<file path="src/rtl/opfetch_swc.sv">
// opfetch_swc - operand-fetch stage in front of the register file.
//
// Takes a decoded instruction, drives both regfile read ports in the accept
// cycle, and captures the registered read data one cycle later. While
// capturing, it patches in any writeback the regfile read could not have seen.
// The finished operand bundle is held for execute over valid/ready. While the
// bundle waits, the writeback port keeps being snooped so the operands never
// go stale.
//
// Optional build macro OPF_BYPASS_CNT_EN:
//   When defined, adds stat_bypass_cnt. This counter advances once per cycle
//   in which any operand is taken from the writeback port.
//
// Ports:
//   hclk, hrstn                  clock, async active-low reset
//   flush                        synchronous pipeline kill
//   in_valid/in_ready            decoded-instruction handshake
//   in_pc, in_rs1, in_rs2,       instruction fields; the rd field is
//   in_use_rs1, in_use_rs2,      passed through unchanged
//   in_rd
//   reg_raddr_x, reg_ren_x       regfile read request (issued in accept cycle)
//   reg_rdata_x                  regfile read data, one cycle after ren
//   wb_wen, wb_waddr, wb_wdata   snooped writeback port
//   out_valid/out_ready          operand bundle handshake to execute
//   out_pc, out_rs1_val,         operand bundle
//   out_rs2_val, out_rd
//   stat_bypass_cnt              bypass statistics (OPF_BYPASS_CNT_EN only)
//
// state | meaning
// ------+-----------------------------------------------------------------
// IDLE  | no instruction held; ready to accept
// READ  | regfile read in flight; capture operands (with bypass) this cycle
// HOLD  | bundle presented to execute; snoop writebacks until taken

module opfetch_swc #(
   parameter int DATA_W = 32,
   parameter int ADDR_W = 5
) (
   input  logic              hclk,
   input  logic              hrstn,
   input  logic              flush,
   input  logic              in_valid,
   output logic              in_ready,
   input  logic [31:0]       in_pc,
   input  logic [ADDR_W-1:0] in_rs1,
   input  logic [ADDR_W-1:0] in_rs2,
   input  logic              in_use_rs1,
   input  logic              in_use_rs2,
   input  logic [ADDR_W-1:0] in_rd,
   output logic [ADDR_W-1:0] reg_raddr_1,
   output logic [ADDR_W-1:0] reg_raddr_2,
   output logic              reg_ren_1,
   output logic              reg_ren_2,
   input  logic [DATA_W-1:0] reg_rdata_1,
   input  logic [DATA_W-1:0] reg_rdata_2,
   input  logic              wb_wen,
   input  logic [ADDR_W-1:0] wb_waddr,
   input  logic [DATA_W-1:0] wb_wdata,
   output logic              out_valid,
   input  logic              out_ready,
   output logic [31:0]       out_pc,
   output logic [DATA_W-1:0] out_rs1_val,
   output logic [DATA_W-1:0] out_rs2_val,
`ifdef OPF_BYPASS_CNT_EN
   output logic [31:0]       stat_bypass_cnt,
`endif
   output logic [ADDR_W-1:0] out_rd
);

   typedef enum logic [1:0] {
      S_IDLE = 2'd0,
      S_READ = 2'd1,
      S_HOLD = 2'd2
   } state_t;

   state_t              state_q, state_d;
   logic [31:0]         pc_q, pc_d;
   logic [ADDR_W-1:0]   rs1_q, rs1_d;
   logic [ADDR_W-1:0]   rs2_q, rs2_d;
   logic                use1_q, use1_d;
   logic                use2_q, use2_d;
   logic [ADDR_W-1:0]   rd_q, rd_d;
   logic [DATA_W-1:0]   val1_q, val1_d;
   logic [DATA_W-1:0]   val2_q, val2_d;

   logic                accept;
   logic                hit1, hit2;
   logic [DATA_W-1:0]   cap1, cap2;

   // in_ready deliberately ignores flush; flush only blocks the accept.
   always_comb begin
      in_ready = 1'b0;
      case (state_q)
         S_IDLE:  in_ready = 1'b1;
         S_HOLD:  in_ready = out_ready;
         default: in_ready = 1'b0;
      endcase
   end

   assign accept      = in_valid && in_ready && !flush;
   assign reg_raddr_1 = in_rs1;
   assign reg_raddr_2 = in_rs2;
   assign reg_ren_1   = accept && in_use_rs1 && (in_rs1 != '0);
   assign reg_ren_2   = accept && in_use_rs2 && (in_rs2 != '0);

   // A writeback hit only counts for a live, non-x0 source, so waddr 0 is
   // never forwarded.
   assign hit1 = wb_wen && (wb_waddr == rs1_q) && (rs1_q != '0) && use1_q;
   assign hit2 = wb_wen && (wb_waddr == rs2_q) && (rs2_q != '0) && use2_q;

   assign cap1 = hit1 ? wb_wdata : ((use1_q && (rs1_q != '0)) ? reg_rdata_1 : '0);
   assign cap2 = hit2 ? wb_wdata : ((use2_q && (rs2_q != '0)) ? reg_rdata_2 : '0);

   always_comb begin
      state_d = state_q;
      if (flush) begin
         state_d = S_IDLE;
      end else begin
         case (state_q)
            S_IDLE: if (accept) state_d = S_READ;
            S_READ: state_d = S_HOLD;
            S_HOLD: begin
               if (out_ready) state_d = accept ? S_READ : S_IDLE;
            end
            default: state_d = S_IDLE;
         endcase
      end
   end

   always_comb begin
      pc_d   = pc_q;
      rs1_d  = rs1_q;
      rs2_d  = rs2_q;
      use1_d = use1_q;
      use2_d = use2_q;
      rd_d   = rd_q;
      val1_d = val1_q;
      val2_d = val2_q;
      if (accept) begin
         pc_d   = in_pc;
         rs1_d  = in_rs1;
         rs2_d  = in_rs2;
         use1_d = in_use_rs1;
         use2_d = in_use_rs2;
         rd_d   = in_rd;
      end
      // On flush the operand registers keep their old contents.
      if (!flush) begin
         if (state_q == S_READ) begin
            val1_d = cap1;
            val2_d = cap2;
         end else if (state_q == S_HOLD) begin
            if (hit1) val1_d = wb_wdata;
            if (hit2) val2_d = wb_wdata;
         end
      end
   end

   always_ff @(posedge hclk or negedge hrstn) begin
      if (!hrstn) begin
         state_q <= S_IDLE;
         pc_q    <= '0;
         rs1_q   <= '0;
         rs2_q   <= '0;
         use1_q  <= 1'b0;
         use2_q  <= 1'b0;
         rd_q    <= '0;
         val1_q  <= '0;
         val2_q  <= '0;
      end else begin
         state_q <= state_d;
         pc_q    <= pc_d;
         rs1_q   <= rs1_d;
         rs2_q   <= rs2_d;
         use1_q  <= use1_d;
         use2_q  <= use2_d;
         rd_q    <= rd_d;
         val1_q  <= val1_d;
         val2_q  <= val2_d;
      end
   end

   assign out_valid   = (state_q == S_HOLD);
   assign out_pc      = pc_q;
   assign out_rd      = rd_q;
   assign out_rs1_val = val1_q;
   assign out_rs2_val = val2_q;

`ifdef OPF_BYPASS_CNT_EN
   logic        byp_take;
   logic [31:0] cnt_q;

   // Counts once per cycle even when both operands bypass; wraps naturally.
   assign byp_take = !flush && ((state_q == S_READ) || (state_q == S_HOLD)) &&
                     (hit1 || hit2);

   always_ff @(posedge hclk or negedge hrstn) begin
      if (!hrstn)        cnt_q <= '0;
      else if (byp_take) cnt_q <= cnt_q + 32'd1;
   end

   assign stat_bypass_cnt = cnt_q;
`endif

endmodule

</file>
<file path="config.mk">
export PLATFORM = sky130hd
export DESIGN_NAME = opfetch_swc
export DESIGN_NICKNAME = d
export VERILOG_FILES = /design/src/rtl/opfetch_swc.sv
export SDC_FILE = /design/constraint.sdc
export NUM_CORES = 1
export LEC_CHECK = 0
export CORE_MARGIN = 2
export CORE_UTILIZATION = 30
export DETAILED_ROUTE_END_ITERATION = 12
export SLEW_MARGIN = 20
export SYNTH_ARGS = -nofsm -noshare
export SYNTH_HDL_FRONTEND = slang
export SYNTH_SLANG_ARGS = --single-unit
</file>
<file path="constraint.sdc">
create_clock -name hclk -period 6.5 [get_ports hclk]
set_input_delay 1.3 -clock hclk [delete_from_list [all_inputs] [get_ports hclk]]
set_output_delay 1.3 -clock hclk [all_outputs]
set_load 0.01 [all_outputs]
</file>
# Word level (Yosys, flattened, before mapping)
# Cells that the tools add are included.
# totals
ff_bits	115
latchBits	0
ram_bits	0
romBits	0
in_bits	156
output_inout_bits	115
wordCells	58
mem_count	0
# op_classes
addsub	0
multipliers	0
div	0
n_lt_le_gt_ge	0
n_eq_ne	6
shift	0
mux	16
bitwise_logic	1
n_reduce_logical	26
# op_table
operator	count
$mux W32	10
$reduce_bool A5 Y1	4
$logic_and A1 B1 Y1	14
$eq A5 B5 Y1	2
$mux W2	3
$pmux W2 S3	1
$reduce_and A3 Y1	2
$reduce_bool A2 Y1	3
$ne A3 B2 Y1 const B	1
$ne A3 B3 Y1 const B	1
$eq A2 B1 Y1 const B	1
$eq A2 B2 Y1 const B	1
$logic_not A2 Y1	1
$pmux W1 S2	1
$reduce_and A2 Y1	1
$logic_not A1 Y1	1
$mux W1	1
$not A1 Y1	1

# Logic depth before layout (Yosys ltp)
# logic_depth
depth_word	8
ltp_mapped	7
depth_no_buf	7

# Least setup slack after synthesis
# No wires, ideal clock.
# synth_path
path_type	input -> output
from	input port out_ready
to	output port reg_ren_1
arrival_ps	2444
slack_ps	2756
path_stages	5
n_path_buf	1
path_cell_list	a21oi_1 > nor3b_1 > clkbuf_1 > nand2_1 > a21oi_1
# synth_via
elab_chain_len	5
# synth_rtl
item	line_no	text
start: declaration	60	input logic out_ready,
$pmux W1 S2	93	case (state_q)
$logic_and A1 B1 Y1 (2 in a row)	100	assign accept = in_valid && in_ready && !flush;
$logic_and A1 B1 Y1 (2 in a row)	103	assign reg_ren_1 = accept && in_use_rs1 && (in_rs1 != '0);
end: declaration	52	output logic reg_ren_1,
# No other way between the ends.

# Final worst setup path
# layout_path
from	input port out_ready
to	output port reg_ren_2
# layout_via
elab_chain_len	5
# layout_rtl
item	line_no	text
$pmux W1 S2	93	
$logic_and A1 B1 Y1 (2 in a row)	100	
$logic_and A1 B1 Y1 (2 in a row)	104	assign reg_ren_2 = accept && in_use_rs2 && (in_rs2 != '0);
end: declaration	53	output logic reg_ren_2,
# No other way between the ends.

==> run summary <==
Status - completed
Die area - 0.01884 mm2
CP Data Required Time - 5200 ps
Hold Path Class - reg -> reg
Crit path largest cell delay - 580 ps
Final Hold Slack - 500.6 ps
EDFF count, synth - 0
CP max stage cell - nor3b_2
Pre-CTS setup slack - 1714 ps
Count of cell types in the netlist - 34
Unrepaired setup endpoints after global routing - false
Primary FF master, synth - dfrtp_1
Syn_area_per_cell - 13.81 um2
Setup violators final - 0
# Post-CTS Setup Buffers - 0
Clock sink count - 115
Routability cong. - 0.7181
Number of antenna diodes - 0
Largest net degree at the start of global routing - 61
Peak supply drop - 194.0 uV
CP Class - in -> out
Vias in the first global route - 4,584
Die Span X - 137.3 um
Clk_lat worst skew - 410 ps
Cells after synthesis - 386
Crit end category - output pin
Crit Path Max Fanout - 10
Top cell type by total area after synthesis - dfrtp_1
Syn Nets - 546
CTS root buffer - clkbuf_16
Max clock buf depth - 2
DRT Wirelength - 16.59 mm
Post-synthesis async set-or-reset flop share - 100.0%
Setup TNS - 0 ps
I/O pin cnt - 271
FMAX - 0.2104 GHz
Largest family of logic cells by synthesized area - multiplexers
Critical Path Source Type - primary input
Cts hold-fix bufs - 0
Initial antenna violation count - 0
Layout Nets - 810
CTS Buf Count - 17
Warnings from Yosys - 0
Max Cap Viol - 0
First-pass GRT wire length - 24.51 mm
Reg clk slew, reported paths - 50 ps
Detailed Routing Iterations Pass 1 - 4
Sequential fraction of the synthesis area - 54.00%
GR Util All Layers - 17.44%
H-tree levels - 4
Worst Path Arrival - 3450 ps
LEAKAGE - 3.827 nW
Period utilisation layout - 73.11%
Critical path, cell by cell - clkdlybuf4s50_1, a21oi_1, nor3b_2, nand2_1, a21oi_1, clkdlybuf4s50_1
Post-synthesis mux area share - 23.81%
Vias - 4,274
Synth Area in Simple Gates - 2.137%
CTS tree - done
Initial DRC Count - 148
Die H - 137.3 um
Top delay family on crit path - buffers and inverters
Post-Synth Adder-Cell Area - 0.9392%
Slew HR - 28.82%
Overflow after GRT - 0
Power per cell area - 293.0 mW/mm2
CTS resizes - 0
Row Count - 48
Setup WS post-layout - 1748 ps
Fin crit period - 4752 ps
ANT nets after route - 0
Final hold vios - 0
Area Overhead vs Synth - 66.71%
Bufs and invs on worst path - 2
CORE AREA - 0.01736 mm2
Max Slew Vio Count - 0
Clock skew - 6.390 ps
Fin util - 51.18%
Synthesized area - 0.005329 mm2
Port Buffers - 270
Initial Util - 30.70%
Xor and xnor fraction of the mapped netlist area - 1.644%
Hpwl dp - 12.01 mm
WL/cell - 18.68 um
Layout cells sized above 1 - 23.53%
Synth Area in Compound Gates - 12.59%
Worst-margin pin slew - 1068 ps
Via density - 4.813
Post-synth top area share - 54.00%
Remaining DRCs - 0
Register bit total from synthesis - 115
Dominant cells by area after synthesis - dfrtp_1 54%, mux2_2 22%, a22o_1 10%
final timing paths:
| kind | startpoint | end | slack, ps | cells after the start |
|---|---|---|---|---|
| min reg2reg | out_rs2_val[10]$_DFFE_PN0P_ | out_rs2_val[10]$_DFFE_PN0P_ | 500 | 1 |
| max | out_ready | reg_ren_2 | 1750 | 6 |
| max in group asynchronous | hrstn | out_rs2_val[23]$_DFFE_PN0P_ | 4280 | 2 |
| min | out_rs2_val[10]$_DFFE_PN0P_ | out_rs2_val[10]$_DFFE_PN0P_ | 500 | 1 |
| min in group asynchronous | hrstn | out_rs1_val[26]$_DFFE_PN0P_ | 940 | 1 |
| max reg2reg | rs1_q[2]$_DFFE_PN0N_ | out_rs1_val[6]$_DFFE_PN0P_ | 3930 | 7 |
state kept, by name (all words and copies together), names as in the netlist:
register,count
rs2_q,5
out_pc,32
use2_q,1
state_q,2
rs1_q,5
use1_q,1
out_rd,5
out_rs1_val,32
out_rs2_val,32
cell families (layout without fill, tap and decap cells):
kind of cell               after synthesis  after routing
xor gates and xnor gates                10             10
adders and majority gates                4              4
AOI/OAI and AO/OA                       80             80
and+or+nand+nor                         21             21
muxes                                  112            112
DFF                                    115            115
buffers and inverters                   44            321
layer usage:
metal	vias to the layer above	part of all wire (%)	GRT usage, %
met2	192	50	30.35
met3	18	9.3	6.843
met1	2114	39	19.49
met4	0	1.5	5.785
met5	-	0	0
li1	1950	-	-
placed cells by master, fill, tap and decap left out, types with 6 or more instances in the layout:
master	synthesis	routed
buf_4	10	10
mux2_2	106	106
clkbuf_16	0	17
bufinv_16	0	7
dfrtp_1	115	115
a22o_1	62	62
xnor2_1	6	6
inv_1	10	10
clkdlybuf4s50_1	0	269
synthesized netlist by cell type, types with 3 or more instances:
cell / n
nor2_1: 5
buf_6: 7
dfrtp_1: 115
nand2_1: 5
mux2_2: 106
a21oi_1: 5
inv_1: 10
xnor2_1: 6
mux2_4: 3
nor3_1: 3
buf_4: 10
a22o_1: 62
clkbuf_1: 13
xor2_1: 4
ha_1: 4
buf_2: 4
mux2i_1: 3
area by class of cell:
| cell class | instances | area [um2] |
|---|---|---|
| Timing Repair Buffer | 279 | 2768 |
| Multi-Input combinational cell | 227 | 2223 |
| Inverter | 10 | 37.54 |
| Fill cell | 1482 | 8473 |
| Tap cell | 225 | 281.5 |
| Sequential cell | 115 | 2878 |
| Clock buffer | 19 | 442.9 |
| Clock inverter | 13 | 252.7 |
report_power, final:
group | total (mW) | internal [mW] | switching (mW)
Clock | 1.10 | 0.769 | 0.334
Combinational | 0.600 | 0.377 | 0.224
Sequential | 0.899 | 0.831 | 0.0678
per-stage QoR:
stage               instance area, um2  instances  power (mW)
floorplan                         5329        386       1.140
global placement                  8188        856       1.507
detailed placement                8188        856       1.518
CTS                               8884        888       2.641
global route                      8884        888       2.723
finish                            8884        888       2.603
(Power assumes the default switching activity.)
